`src/rtl/store_port_arbiter_pkg.sv`:
```
// Shared store-port types: store micro-op, store ack, slot-table entry and index widths.
package store_port_arbiter_pkg;

    localparam int unsigned ID_W        = 6;
    localparam int unsigned NONCE_W     = 4;
    localparam int unsigned ADDR_W      = 32;
    localparam int unsigned DATA_W      = 32;
    localparam int unsigned NUM_REQ_MAX = 4;
    localparam int unsigned REQ_IDX_W   = $clog2(NUM_REQ_MAX);

    typedef logic [ID_W-1:0]      StId_t;
    typedef logic [NONCE_W-1:0]   StNonce_t;
    typedef logic [REQ_IDX_W-1:0] ReqIdx_t;

    typedef struct packed {
        logic [ADDR_W-1:0]   addr;
        logic [DATA_W-1:0]   data;
        logic [DATA_W/8-1:0] wmask;
        StId_t               id;
        StNonce_t            nonce;
        logic                isMMIO;
        logic                valid;
    } ST_UOp;

    typedef struct packed {
        StId_t    idx;
        StNonce_t nonce;
        logic     fail;
        logic     valid;
    } ST_Ack;

    // One in-flight op: who issued it and the tag it must get back.
    typedef struct packed {
        logic     valid;
        ReqIdx_t  req;
        StId_t    id;
        StNonce_t nonce;
        logic     isMMIO;
    } SlotEntry;

endpackage

```
`src/rtl/store_port_arbiter_if.sv`:
```
// Bundle between the store sources, the arbiter and the cache store port.
//   uop[i]    requester i op (held until ready_c[i])
//   ready_c   combinational grant per requester
//   rej[i]    rejection notice back to requester i
//   ack[i]    routed store ack back to requester i
//   uop_st    registered op to the store port (id = slot)
//   stall_st  store port rejected uop_st this cycle
//   st_ack    ack from the store port (idx = slot)
interface store_port_arbiter_if #(
    parameter int unsigned NUM_REQ = 2
);
    import store_port_arbiter_pkg::*;

    ST_UOp              uop [NUM_REQ];
    logic [NUM_REQ-1:0] ready_c;
    ST_Ack              rej [NUM_REQ];
    ST_Ack              ack [NUM_REQ];
    ST_UOp              uop_st;
    logic               stall_st;
    ST_Ack              st_ack;

    modport master (
        input  uop, stall_st, st_ack,
        output ready_c, rej, ack, uop_st
    );

    modport slave (
        output uop, stall_st, st_ack,
        input  ready_c, rej, ack, uop_st
    );

endinterface

```
`src/rtl/store_port_arbiter_rr_priority_select.sv`:
```
// First set bit of req at or after ptr (wrapping), as one-hot grant and index.
//   req    request vector
//   ptr    search start position (must be < N)
//   grant  one-hot winner
//   idx    winner index
//   any    some request was set
module store_port_arbiter_rr_priority_select #(
    parameter int unsigned N = 2,
    localparam int unsigned IW = (N > 1) ? $clog2(N) : 1
) (
    input  logic [N-1:0]  req,
    input  logic [IW-1:0] ptr,
    output logic [N-1:0]  grant,
    output logic [IW-1:0] idx,
    output logic          any
);

    logic [IW-1:0] pos;

    always_comb begin
        grant = '0;
        idx   = '0;
        any   = 1'b0;
        pos   = '0;
        for (int unsigned k = 0; k < N; k++) begin
            pos = IW'((32'(ptr) + k) % N);
            if (!any && req[pos]) begin
                grant[pos] = 1'b1;
                idx        = pos;
                any        = 1'b1;
            end
        end
    end

endmodule

```
`src/rtl/store_port_arbiter.sv`:
```
// Round-robin share of the single cache store port between NUM_REQ store sources.
// Ops are re-tagged with an in-flight slot index; rejects and acks are routed back
// to the issuing requester with its original id and nonce.
//   clk, rst  clock, asynchronous active-high reset
//   bus       store_port_arbiter_if master side (requesters + store port)
module store_port_arbiter
    import store_port_arbiter_pkg::*;
#(
    parameter int unsigned NUM_REQ   = 2,
    parameter int unsigned NUM_SLOTS = 4
) (
    input  logic                   clk,
    input  logic                   rst,
    store_port_arbiter_if.master   bus
);

    localparam int unsigned RW = (NUM_REQ > 1) ? $clog2(NUM_REQ) : 1;
    localparam int unsigned SW = (NUM_SLOTS > 1) ? $clog2(NUM_SLOTS) : 1;

    SlotEntry             slot_q [NUM_SLOTS];
    logic [RW-1:0]        rr_ptr_q;
    ST_UOp                uop_st_q;
    ST_Ack                rej_q [NUM_REQ];
    ST_Ack                ack_q [NUM_REQ];

    ST_UOp                uop [NUM_REQ];
    logic [NUM_SLOTS-1:0] slot_free;
    logic                 mmio_busy;
    logic [NUM_REQ-1:0]   elig;
    logic [NUM_REQ-1:0]   grant;
    logic [RW-1:0]        gnt_idx;
    logic                 gnt_any;
    logic [NUM_SLOTS-1:0] alloc_oh;
    logic [SW-1:0]        alloc_idx;
    logic                 slot_any;
    ST_UOp                alloc_uop;
    SlotEntry             new_entry;

    logic                 rej_hit;
    logic [SW-1:0]        rej_slot;
    logic                 ack_in_range;
    logic [SW-1:0]        ack_slot;
    logic                 ack_slot_ok;
    logic                 ack_hit;

    for (genvar i = 0; i < NUM_REQ; i++) begin : g_req
        assign uop[i]     = bus.uop[i];
        assign bus.rej[i] = rej_q[i];
        assign bus.ack[i] = ack_q[i];
    end
    assign bus.ready_c = grant;
    assign bus.uop_st  = uop_st_q;

    // Free-slot map and MMIO-in-flight flag, from registered state only.
    always_comb begin
        slot_free = '0;
        mmio_busy = 1'b0;
        for (int unsigned s = 0; s < NUM_SLOTS; s++) begin
            slot_free[s] = !slot_q[s].valid;
            mmio_busy    = mmio_busy | (slot_q[s].valid & slot_q[s].isMMIO);
        end
    end

    // Lowest free slot: priority search anchored at 0.
    store_port_arbiter_rr_priority_select #(.N(NUM_SLOTS)) u_slot_sel (
        .req   (slot_free),
        .ptr   ('0),
        .grant (alloc_oh),
        .idx   (alloc_idx),
        .any   (slot_any)
    );

    // A second MMIO op waits until the one in flight has retired.
    always_comb begin
        elig = '0;
        for (int unsigned i = 0; i < NUM_REQ; i++) begin
            elig[i] = uop[i].valid & slot_any & ~(uop[i].isMMIO & mmio_busy);
        end
    end

    store_port_arbiter_rr_priority_select #(.N(NUM_REQ)) u_req_sel (
        .req   (elig),
        .ptr   (rr_ptr_q),
        .grant (grant),
        .idx   (gnt_idx),
        .any   (gnt_any)
    );

    // Granted op re-tagged with its slot, plus the slot record that restores the tag.
    always_comb begin
        alloc_uop        = uop[gnt_idx];
        alloc_uop.id     = StId_t'(alloc_idx);
        new_entry        = '0;
        new_entry.valid  = 1'b1;
        new_entry.req    = ReqIdx_t'(gnt_idx);
        new_entry.id     = uop[gnt_idx].id;
        new_entry.nonce  = uop[gnt_idx].nonce;
        new_entry.isMMIO = uop[gnt_idx].isMMIO;
    end

    // Reject targets the op on the port now; an ack colliding with it loses.
    always_comb begin
        rej_hit      = uop_st_q.valid & bus.stall_st;
        rej_slot     = SW'(uop_st_q.id);
        ack_in_range = 32'(bus.st_ack.idx) < NUM_SLOTS;
        ack_slot     = SW'(bus.st_ack.idx);
        ack_slot_ok  = ack_in_range & slot_q[ack_slot].valid;
        ack_hit      = bus.st_ack.valid & ack_slot_ok & ~(rej_hit & (rej_slot == ack_slot));
    end

    always_ff @(posedge clk or posedge rst) begin
        if (rst) begin
            for (int unsigned s = 0; s < NUM_SLOTS; s++) begin
                slot_q[s] <= '0;
            end
            for (int unsigned i = 0; i < NUM_REQ; i++) begin
                rej_q[i] <= '0;
                ack_q[i] <= '0;
            end
            rr_ptr_q <= '0;
            uop_st_q <= '0;
        end else begin
            for (int unsigned s = 0; s < NUM_SLOTS; s++) begin
                if (gnt_any && alloc_oh[s]) begin
                    slot_q[s] <= new_entry;
                end else if ((rej_hit && rej_slot == SW'(s)) || (ack_hit && ack_slot == SW'(s))) begin
                    slot_q[s].valid <= 1'b0;
                end
            end
            for (int unsigned i = 0; i < NUM_REQ; i++) begin
                rej_q[i].valid <= rej_hit & (slot_q[rej_slot].req == ReqIdx_t'(i));
                rej_q[i].idx   <= slot_q[rej_slot].id;
                rej_q[i].nonce <= slot_q[rej_slot].nonce;
                rej_q[i].fail  <= 1'b1;
                ack_q[i].valid <= ack_hit & (slot_q[ack_slot].req == ReqIdx_t'(i));
                ack_q[i].idx   <= slot_q[ack_slot].id;
                ack_q[i].nonce <= slot_q[ack_slot].nonce;
                ack_q[i].fail  <= bus.st_ack.fail;
            end
            if (gnt_any) begin
                rr_ptr_q <= (32'(gnt_idx) == NUM_REQ - 1) ? '0 : gnt_idx + RW'(1);
            end
            uop_st_q <= gnt_any ? alloc_uop : '0;
        end
    end

    a_ack_to_valid_slot: assert property (@(posedge clk) disable iff (rst)
        bus.st_ack.valid |-> ack_slot_ok);

    a_no_rej_ack_same_slot: assert property (@(posedge clk) disable iff (rst)
        !(rej_hit && bus.st_ack.valid && ack_in_range && rej_slot == ack_slot));

endmodule

```
`src/flat_wrapper.sv`:
```
// flat-port wrapper written by rule: the top's interface ports become plain ports
module store_port_arbiter_flat import store_port_arbiter_pkg::*;
#(
    parameter int unsigned NUM_REQ   = 2,
    parameter int unsigned NUM_SLOTS = 4
)
  (clk, rst, bus_uop, bus_stall_st, bus_st_ack, bus_ready_c, bus_rej, bus_ack, bus_uop_st);
  store_port_arbiter_if #(.NUM_REQ(NUM_REQ)) bus_i ();
  input  logic clk;
  input  logic rst;
  input wire logic [$bits(bus_i.uop)-1:0] bus_uop;
  input wire logic [$bits(bus_i.stall_st)-1:0] bus_stall_st;
  input wire logic [$bits(bus_i.st_ack)-1:0] bus_st_ack;
  output wire logic [$bits(bus_i.ready_c)-1:0] bus_ready_c;
  output wire logic [$bits(bus_i.rej)-1:0] bus_rej;
  output wire logic [$bits(bus_i.ack)-1:0] bus_ack;
  output wire logic [$bits(bus_i.uop_st)-1:0] bus_uop_st;
  assign bus_i.uop = {>>{bus_uop}};
  assign bus_i.stall_st = bus_stall_st;
  assign bus_i.st_ack = bus_st_ack;
  assign bus_ready_c = bus_i.ready_c;
  assign bus_rej = {>>{bus_i.rej}};
  assign bus_ack = {>>{bus_i.ack}};
  assign bus_uop_st = bus_i.uop_st;
  store_port_arbiter #(.NUM_REQ(NUM_REQ), .NUM_SLOTS(NUM_SLOTS)) u_core (.clk(clk), .rst(rst), .bus(bus_i));
endmodule
```
`config.mk`:
```
export PLATFORM = sky130hd
export DESIGN_NAME = store_port_arbiter_flat
export DESIGN_NICKNAME = d
export VERILOG_FILES = /design/src/rtl/store_port_arbiter_pkg.sv /design/src/rtl/store_port_arbiter_if.sv /design/src/rtl/store_port_arbiter_rr_priority_select.sv /design/src/rtl/store_port_arbiter.sv /design/src/flat_wrapper.sv
export SDC_FILE = /design/constraint.sdc
export NUM_CORES = 1
export LEC_CHECK = 0
export ABC_AREA = 0
export BUFFER_PORTS_ARGS = -buffer_cell sky130_fd_sc_hd__buf_2
export CORE_MARGIN = 1
export CORE_UTILIZATION = 40
export CTS_CLUSTER_SIZE = 10
export DETAILED_ROUTE_END_ITERATION = 7
export HOLD_SLACK_MARGIN = 0.12
export PLACE_DENSITY_LB_ADDON = 0.05
export SETUP_SLACK_MARGIN = 0.05
export SLEW_MARGIN = 20
export SYNTH_ARGS = -nofsm -noshare
export SYNTH_HDL_FRONTEND = slang
export SYNTH_SLANG_ARGS = --single-unit
```
`constraint.sdc`:
```
create_clock -name clk -period 5.5 [get_ports clk]
set_clock_uncertainty 0.2 [all_clocks]
set_input_delay 0.275 -clock clk [delete_from_list [all_inputs] [get_ports clk]]
set_output_delay 0.275 -clock clk [all_outputs]
set_load 0.01 [all_outputs]
```
[Word level (Yosys, flattened, before mapping)]
Cells that the tools add are included.
Operators by class
  equal/unequal tests: 9
  reductions and logical operators: 36
  shifts and indexed selects: 0
  div/mod/pow operators: 0
  add/subtract/negate cells: 2
  multiply operators: 0
  multiplexer cells: 44
  $lt $le $gt $ge: 8
  bitwise gates (word level): 29
Operator list (number)
  $mux 80: 4
  $bmux 14 s2: 2
  $mux 14: 2
  $mux 13: 2
  $mux 1: 25
  $and 1x1->1: 19
  $logic_and 1x1->1: 18
  $mux 2: 5
  $eq 2x1->1 const B: 4
  $eq 2x2->1 const B: 4
  $logic_not 2->1: 4
  $reduce_bool 2->1: 4
  $ge 3x3->1 const B: 2
  $logic_not 1->1: 6
  $lt 6x3->1 const B: 1
  $not 2->3: 2
  $logic_or 1x1->1: 4
  $lt 1x2->1 const B: 2
  $mux 4: 1
  $mux 3: 1
  $not 1->1: 3
  $or 1x1->1: 3
  $add 1x1->1 const B: 2
  $demux 1 s1: 2
  other kinds (5): 6
Word-level totals
  input bits: 175
  memories: 0
  bits in latches: 0
  output and inout bits: 130
  register bits: 159
  memory bits (writable): 0
  memory bits (read-only): 0
  logic and storage cells: 166

[Depth between registers and ports, before layout]
Gate-level depths: netlist of the first run.
  depth after elaboration: 22
  gate-level depth with buffers: 8
  depth with buffers taken out: 5

[Modules after synthesis]
From an unflattened synthesis of the first run, not the netlist that was laid out.
Unflattened totals
  cell total of the unflattened synthesis: 586
  area, all modules: 7206.9 sq um
Modules (own cells, without submodules)
  store_port_arbiter: instances 1, sequential area each 3878.7 sq um, cells each 536, area each 6752.7 sq um
  store_port_arbiter_rr_priority_select at u_core.u_slot_sel: instances 1, sequential area each 0.0 sq um, cells each 45, area each 421.7 sq um
  store_port_arbiter_rr_priority_select at u_core.u_req_sel: instances 1, sequential area each 0.0 sq um, cells each 5, area each 32.5 sq um

[Worst setup path after synthesis of the first run]
No wires, ideal clock.
  kind: register -> register
  start point: register u_core.slot_q[27] in the netlist's numbering
  end point: register u_core.uop_st_q (netlist bit u_core.bus.uop_st[72])
  library setup time: 121 ps
  path slack: 3541 ps
  stages on the path, launching flop included: 8
  clock period less this slack: 1959 ps
  path buffers: 2
  data arrival time: 1638 ps
  required time: 5179 ps
  path through: dfrtp_1 a22oi_4 a21o_1 nand3_1 and2_1 buf_4 buf_6 a22o_1
On the way
  word-level cells in the longest chain between the ends: 19
  elaborated cells between the ends (all ways): 32
  those cells by class: mux: 14; bitwise: 12; reduce/logical: 6
Ends and longest elaborated chain
  start: declaration: line store_port_arbiter.sv:20  | SlotEntry slot_q [NUM_SLOTS];
  start signal: indexed assignment: line store_port_arbiter.sv:125  | slot_q[s] <= new_entry;
  $logic_not 1->1: line store_port_arbiter.sv:59  | slot_free[s] = !slot_q[s].valid;
  $logic_and 1x1->1: line store_port_arbiter_rr_priority_select.sv:27  | if (!any && req[pos]) begin
  $mux 1: line store_port_arbiter_rr_priority_select.sv:27
  $logic_not 1->1: line store_port_arbiter_rr_priority_select.sv:27
  $logic_and 1x1->1: line store_port_arbiter_rr_priority_select.sv:27
  $mux 1: line store_port_arbiter_rr_priority_select.sv:27
  $and 1x1->1 (2 in series): line store_port_arbiter.sv:77  | elig[i] = uop[i].valid & slot_any & ~(uop[i].isMMIO & mmio_busy);
  $mux 1 (not written as such) (2 in series): line store_port_arbiter_rr_priority_select.sv:27
  $mux 1: line store_port_arbiter_rr_priority_select.sv:27
  $logic_not 1->1: line store_port_arbiter_rr_priority_select.sv:27
  $logic_and 1x1->1: line store_port_arbiter_rr_priority_select.sv:27
  $mux 1: line store_port_arbiter_rr_priority_select.sv:27
  $not 1->2 (not written as such): line store_port_arbiter.sv:91  | alloc_uop = uop[gnt_idx];
  $mux 80 (3 in series)
  $mux 80 *: line store_port_arbiter.sv:143  | uop_st_q <= gnt_any ? alloc_uop : '0;
  end signal: assignment: line store_port_arbiter.sv:143
  end: declaration: line store_port_arbiter.sv:22  | ST_UOp uop_st_q;
Mark *: on every way between the ends. The rest lies on a longest branch, timed or not. The select of a mux whose other input is x is not followed.
A chain may end at the register's enable or synchronous reset.

[Worst setup path after layout of the first run]
  start point: register u_core.slot_q[55] in the netlist's numbering
  end point: register u_core.uop_st_q (netlist bit u_core.bus.uop_st[17])
On the way
  word-level cells in the longest chain between the ends: 21
  elaborated cells between the ends (all ways): 36
  those cells by class: mux: 16; bitwise: 13; reduce/logical: 7
Ends and longest elaborated chain (line)
  $mux 1 or $logic_and 1x1->1 (tied branches): store_port_arbiter_rr_priority_select.sv:27
  $mux 1: store_port_arbiter_rr_priority_select.sv:27
  $logic_not 1->1: store_port_arbiter_rr_priority_select.sv:27
  $logic_and 1x1->1: store_port_arbiter_rr_priority_select.sv:27
  $mux 1: store_port_arbiter_rr_priority_select.sv:27
  $logic_not 1->1: store_port_arbiter_rr_priority_select.sv:27
  $logic_and 1x1->1: store_port_arbiter_rr_priority_select.sv:27
  $mux 1: store_port_arbiter_rr_priority_select.sv:27
  $and 1x1->1 (2 in series): store_port_arbiter.sv:77
  $mux 1 (not written as such) (2 in series): store_port_arbiter_rr_priority_select.sv:27
  $mux 1: store_port_arbiter_rr_priority_select.sv:27
  $logic_not 1->1: store_port_arbiter_rr_priority_select.sv:27
  $logic_and 1x1->1: store_port_arbiter_rr_priority_select.sv:27
  $mux 1: store_port_arbiter_rr_priority_select.sv:27
  $not 1->2 (not written as such): store_port_arbiter.sv:91
  $mux 80 (3 in series)
  $mux 80 *: store_port_arbiter.sv:143
Marks and branches as above.

==> results of run 1 <==
metrics by stage:
| stage | total power [mW] | cells | instance area (µm²) |
|---|---|---|---|
| 2_1_floorplan | 3.01 | 482 | 6390 |
| 3_3_place_gp | 3.48 | 934 | 7780 |
| 3_5_place_dp | 3.54 | 934 | 7790 |
| 4_1_cts | 5.07 | 1129 | 10100 |
| 5_1_grt | 5.35 | 1131 | 10100 |
| 6_report | 5.05 | 1131 | 10100 |
layout make-up:
class,instances,area [µm²]
clock inverters,12,169
clock buffers,19,453
well taps,211,264
fillers,1178,5300
flip-flops and latches,155,3880
inverters,7,32.5
multi-input cells,261,2110
repair buffers,465,3160
diodes,1,2.50
final timing paths:
path,endpoint,start,depth (start not counted)
worst max-delay path,u_core.bus.uop_st[17],u_core.slot_q[55],6
worst min-delay path,u_core.bus.ack[12],bus_st_ack[10],4
worst max register to register,u_core.bus.uop_st[17],u_core.slot_q[55],6
worst min register to register,u_core.rr_ptr_q,u_core.rr_ptr_q,1
max in group asynchronous,u_core.slot_q[11],rst,4
min in group asynchronous,u_core.bus.uop_st[31],rst,3
registers in the layout, indices dropped and copies added, names as in the netlist:
name / cells
u_core.bus.uop_st: 76
u_core.bus.ack: 13
u_core.rr_ptr_q: 1
u_core.bus.rej: 13
u_core.slot_q: 52
cells by family (layout without fill, tap and decap cells):
logic type,after synthesis,count (layout),synth area share (%)
AOI/OAI and AO/OA,137,137,16.5
xor gates and xnor gates,2,2,0.274
buffers and inverters,66,503,6.70
DFF,155,155,60.8
muxes,34,34,9.98
other,2,6,0.118
and+or+nand+nor,83,83,5.65
critical path, cell delays in order, from the launching register on:
cell and delay, ns:
dfrtp_1 0.52, a22oi_2 0.28, a21oi_2 0.13, o211ai_4 0.67
clkinv_2 0.98, a22o_1 0.47, dlygate4sd3_1 0.57
routing by layer:
layer	share of wire (%)	up-vias	wire length [µm]	global-route usage [%]
met4	3.1	0	595	12.0
met5	0	-	0	0
li1	-	2568	-	-
met3	5.3	34	1020	5.28
met2	53	210	10100	41.4
met1	39	2740	7350	27.7
power breakdown:
part	switching (mW)	total, mW	internal (mW)
registers	0.286	1.88	1.59
logic	0.921	1.95	1.03
clock network	0.444	1.22	0.777
total	1.65	5.05	3.40
layout by cell type, fill, tap and decap left out, types with 5 or more instances in the layout:
cell and n:
buf_2 296, dlygate4sd3_1 164, dfrtp_1 155, a22o_1 68, nor2_1 59, a21oi_1 49
mux4_2 23, clkbuf_16 17, mux2i_1 8, clkinv_2 6, inv_1 5, nand2_1 5
conb_1 5
==> summary.md, run 1 <==
| Metric | Value |
|---|---|
| Number of H-tree levels | `4` |
| Fin util | `65.5%` |
| Via count | `about 5.6k` |
| Crit path kind | `flop to flop` |
| Tcrit/Tclk final | `72.8%` |
| Syn Std Cell Area | `around 6400 µm²` |
| CTS buffer count | `17` |
| Pwr Density | `502 nW/µm²` |
| Slew headroom | `33.9%` |
| Vias/cell | `4.91` |
| Layout Nets | `approximately 1.1k` |
| Synth unique cells | `47` |
| Post-DP HPWL | `~12 mm` |
| Register-to-register setup slack | `1.50 ns` |
| Total global-route track usage | `approximately a quarter` |
| RSZ-0062 raised after global routing | `false` |
| # clock sinks | `155` |
| Worst-margin pin slew | `approximately 0.99 ns` |
| FMAX | `0.250 GHz` |
| Synth area leader | `dfrtp_1` |
| Final setup viols | `0` |
| CTS resizes | `0` |
| Detailed Routing Iterations Pass 1 | `4` |
| PortBufs | `just under 300` |
| Placeable Area | `15400 µm²` |
| Initial DRC count | `218` |
| Slew Limit Fails | `0` |
| Area contributors post-synth | `dfrtp_1 (61%), a22o_1 (9.3%), mux4_2 (8.1%)` |
| Hold WC Path Type | `primary input to flop` |
| Synth warn | `0` |
| Die W | `128 µm` |
| Area of the die | `between 15000 and 20000 µm²` |
| Pin count of the biggest net entering global routing | `just under 100` |
| Synth Instances | `479` |
| CTS tree | `done` |
| Pleak | `just over 5 nW` |
| Async SR Flop Fraction | `100%` |
| Avg WL per Cell | `between 15 and 20 µm` |
| Share of layout cells above drive strength 1 | `40.6%` |
| EDFF count, synth | `0` |
| Synth top area share | `between 60% and 70%` |
| Clk_lat worst skew | `0.42 ns` |
| Clock Path Buffers | `2` |
| Die Y | `approximately 130 µm` |
| CTS root buffer | `clkbuf_16` |
| DRC | `0` |
| Hold_buf cts | `between 150 and 200` |
| Final WS setup | `1.50 ns` |
| Pre-CTS WS | `roughly 2.4 ns` |
| Initial core utilization | `41.5%` |
| Worst setup EP type | `flop` |
| DRT antenna net count | `0` |
| Register area share after synthesis | `a little over 60%` |
| Total gr overflow | `0` |
| Synthesized area per cell | `13.3 µm²` |
| Top cells by count, synth | `dfrtp_1 (155), a22o_1 (68), nor2_1 (59)` |
| Initial antenna violation count | `2` |
| Placer Congestion | `0.808` |
| I/O pin cnt | `305` |
| CTS clk-pin slew, worst paths | `~0.060 ns` |
| Standard-cell rows | `45` |
| VDD IR max | `0.227 mV` |
| Synth Flop Type | `dfrtp_1` |
| Vias in the first global route | `between 5k and 6k` |
| CP required | `about 5.6 ns` |
| Post-Route WL | `about 19 mm` |
| Status | `finished, final reports clean` |
| Final hold vios | `0` |
| Worst setup SP type | `flop` |
| Hold_ws | `between 0.1 and 0.15 ns` |
| Synthesized flop and latch total | `155` |
| Layout Area Growth over Synthesis | `57.7%` |
| Critical-path maximum fanout | `70` |
| First-pass GRT wire length | `between 20 and 30 mm` |
| Clock period minus worst slack | `4.00 ns` |
| Post-route setup TNS | `0 ns` |
| Setup bufs post-CTS | `0` |
| WP data arrival | `4.10 ns` |
| Top-count cell post-synth | `dfrtp_1` |
| Max_cap viols | `0` |
(Power assumes the default switching activity.)
==> run 2: changes to the inputs <==
==> constraint.sdc (replaced) <==
create_clock -name clk -period 3.35 [get_ports clk]
set_clock_uncertainty 0.2 [all_clocks]
set_input_delay 0.1675 -clock clk [delete_from_list [all_inputs] [get_ports clk]]
set_output_delay 0.1675 -clock clk [all_outputs]
set_load 0.01 [all_outputs]
==> run 2 against run 1 <==
Against the previous run: wire length grew 5.7%; count of clock-buffer cells in the layout grew 5; final area grew 2.2%; combinational power grew 73%; non-clock buffer count grew 20; critical path type unchanged; critical endpoint is now u_core.bus.uop_st[49]; highest routed layer unchanged.
==> summary.md, run 2 (same netlist as run 1, synthesis figures left out) <==
| Metric | Value |
|---|---|
| Final cell count without fillers | `1150 (+1.7%)` |
| Status | `finished, final reports clean` |
| Slew headroom | `43.5% (+9.6 points)` |
| Largest register FFs | `76 (unchanged)` |
| Avg WL per Cell | `17.5 µm (+3.9%)` |
| Pwr Density | `835 nW/µm² (+66%)` |
| Crit Reg-Reg Startpoint | `u_core.slot_q[55]` |
| Share of layout cells above drive strength 1 | `40.7% (+0.094 points)` |
| Standard-cell rows | `45 (unchanged)` |
| Tcrit/Tclk final | `89.0% (+16 points)` |
| I/O pin cnt | `305 (unchanged)` |
| Final setup viols | `0 (unchanged)` |
| Pleak | `5.20 nW (+2.4%)` |
| Via count | `5655 (+1.9%)` |
| RSZ-0062 raised after global routing | `false` |
| CTS clk-pin slew, worst paths | `0.06 ns (about the same)` |
| Most common cell after layout, fill and taps aside | `buf_2` |
| FMAX | `0.336 GHz (+34%)` |
| Layout Nets | `1102 (+1.8%)` |
| Final Cell Area | `10300 µm² (+2.2%)` |
| Critical-path maximum fanout | `33 (-53%)` |
| CTS tree | `done` |
| Total gr overflow | `0 (unchanged)` |
| Final hold vios | `0 (unchanged)` |
| Vias in the first global route | `5934 (+2.3%)` |
| Post-Route WL | `20.1 mm (+5.7%)` |
| DP Cell Count | `948 (+1.5%)` |
| Post-DP HPWL | `12.5 mm (+6.0%)` |
| Worst Setup SP | `u_core.slot_q[55]` |
| Clock period minus worst slack | `2.98 ns (-1.02 ns)` |
| Total global-route track usage | `25.3% (+1.5 points)` |
| Max_cap viols | `0 (unchanged)` |
| Clk_lat worst skew | `0.42 ns (about the same)` |
| Pre-CTS WS | `0.898 ns (-1.46 ns)` |
| Slew Limit Fails | `0 (unchanged)` |
| Final WS setup | `0.370 ns (-1.13 ns)` |
| Hold Path Origin | `bus_st_ack[1]` |
| Die Y | `128 µm (unchanged)` |
| Placeable Area | `15400 µm² (unchanged)` |
| First-pass GRT wire length | `30.8 mm (+5.8%)` |
| Layout Area Growth over Synthesis | `61.2%` |
| Most frequent cells in the layout | `buf_2 (296), dlygate4sd3_1 (171), dfrtp_1 (155)` |
| WP data arrival | `3.13 ns (-0.97 ns)` |
| Worst setup EP type | `flop` |
| Initial core utilization | `41.5% (unchanged)` |
| Detailed Routing Iterations Pass 1 | `5 (+1)` |
| VDD IR max | `0.432 mV (+90%)` |
| CTS root buffer | `clkbuf_16` |
| DRT antenna net count | `0 (unchanged)` |
| CP required | `3.50 ns (-2.10 ns)` |
| DRC | `0 (unchanged)` |
| # diodes | `0 (-1)` |
| CTS resizes | `0 (unchanged)` |
| Worst-margin pin slew | `0.846 ns (-0.145 ns)` |
| Clock Path Buffers | `2 (unchanged)` |
| CTS buffer count | `17 (unchanged)` |
| Placer Congestion | `0.799 (-1.1%)` |
| PortBufs | `296 (unchanged)` |
| Die W | `128 µm (unchanged)` |
| Post-route setup TNS | `0 ns (unchanged)` |
| Number of H-tree levels | `4 (unchanged)` |
| Crit path kind | `flop to flop` |
| Placed Area | `7910 µm² (+1.6%)` |
| Initial antenna violation count | `0 (-2)` |
| # clock sinks | `155 (unchanged)` |
| Vias/cell | `4.92 (+0.17%)` |
| Hold WC Path Type | `primary input to flop` |
| Pin count of the biggest net entering global routing | `52 (-47%)` |
| Area of the die | `16500 µm² (unchanged)` |
| Worst setup SP type | `flop` |
| Initial DRC count | `234 (+7.3%)` |
run 2: cell types whose count changed in the layout (fill, tap and decap cells not counted), moves of 4 or more:
cell / change
dlygate4sd3_1: +7
clkbuf_1: +4
buf_4: +12
clkinv_2: -5
run 2: worst paths after layout:
check | depth (start not counted) | to | slack (ns)
setup reg to reg | 7 | u_core.bus.uop_st[49] | 0.37
hold reg to reg | 1 | u_core.rr_ptr_q | 0.32
hold / removal | 2 | u_core.bus.ack[13] | 0.18
min in group asynchronous | 3 | u_core.bus.uop_st[3] | 0.24
setup / recovery | 7 | u_core.bus.uop_st[49] | 0.37
max in group asynchronous | 4 | u_core.slot_q[39] | 1.92
run 2: power breakdown:
part,switching (mW),total [mW],internal [mW]
registers,0.419,3.04,2.62
logic,1.62,3.37,1.75
clock network,0.724,2.18,1.45
run 2: final cells by class:
type | instances | area (µm²)
inverters | 7 | 30.0
well taps | 211 | 264
multi-input cells | 261 | 2100
clock buffers | 24 | 482
clock inverters | 7 | 185
repair buffers | 485 | 3350
fillers | 1105 | 5080
flip-flops and latches | 155 | 3880
run 2: metrics by stage:
step / hold WS, ns / util (%) / power [mW]
6_report: 0.183 / 66.9 / 8.59
3_5_place_dp: 0.0776 / 51.5 / 5.89
2_1_floorplan: -0.00107 / - / 4.94
5_1_grt: 0.184 / 66.9 / 9.07
3_3_place_gp: 0.0769 / 51.5 / 5.80
4_1_cts: 0.171 / 66.9 / 8.59
run 2: routing by layer:
metal | part of all wire (%) | global-route usage (%)
met5 | 0 | 0
met3 | 5.3 | 6.69
met1 | 39 | 28.2
met4 | 3.4 | 10.9
met2 | 53 | 45.5
run 2: critical path: stages, from the launching register on:
cell and delay, ns:
dfrtp_1 0.55, nand4_1 0.24, nand3b_1 0.22, o211ai_4 0.09, inv_2 0.46, buf_4 0.38
a22o_1 0.18, dlygate4sd3_1 0.57
run 2: what timing repair did:
item                                    in CTS  in global routing
hold buffers                               171                  0
endpoints found under the setup margin       0                  0
setup buffers                                0                  0
endpoints found under the hold margin      163                  0
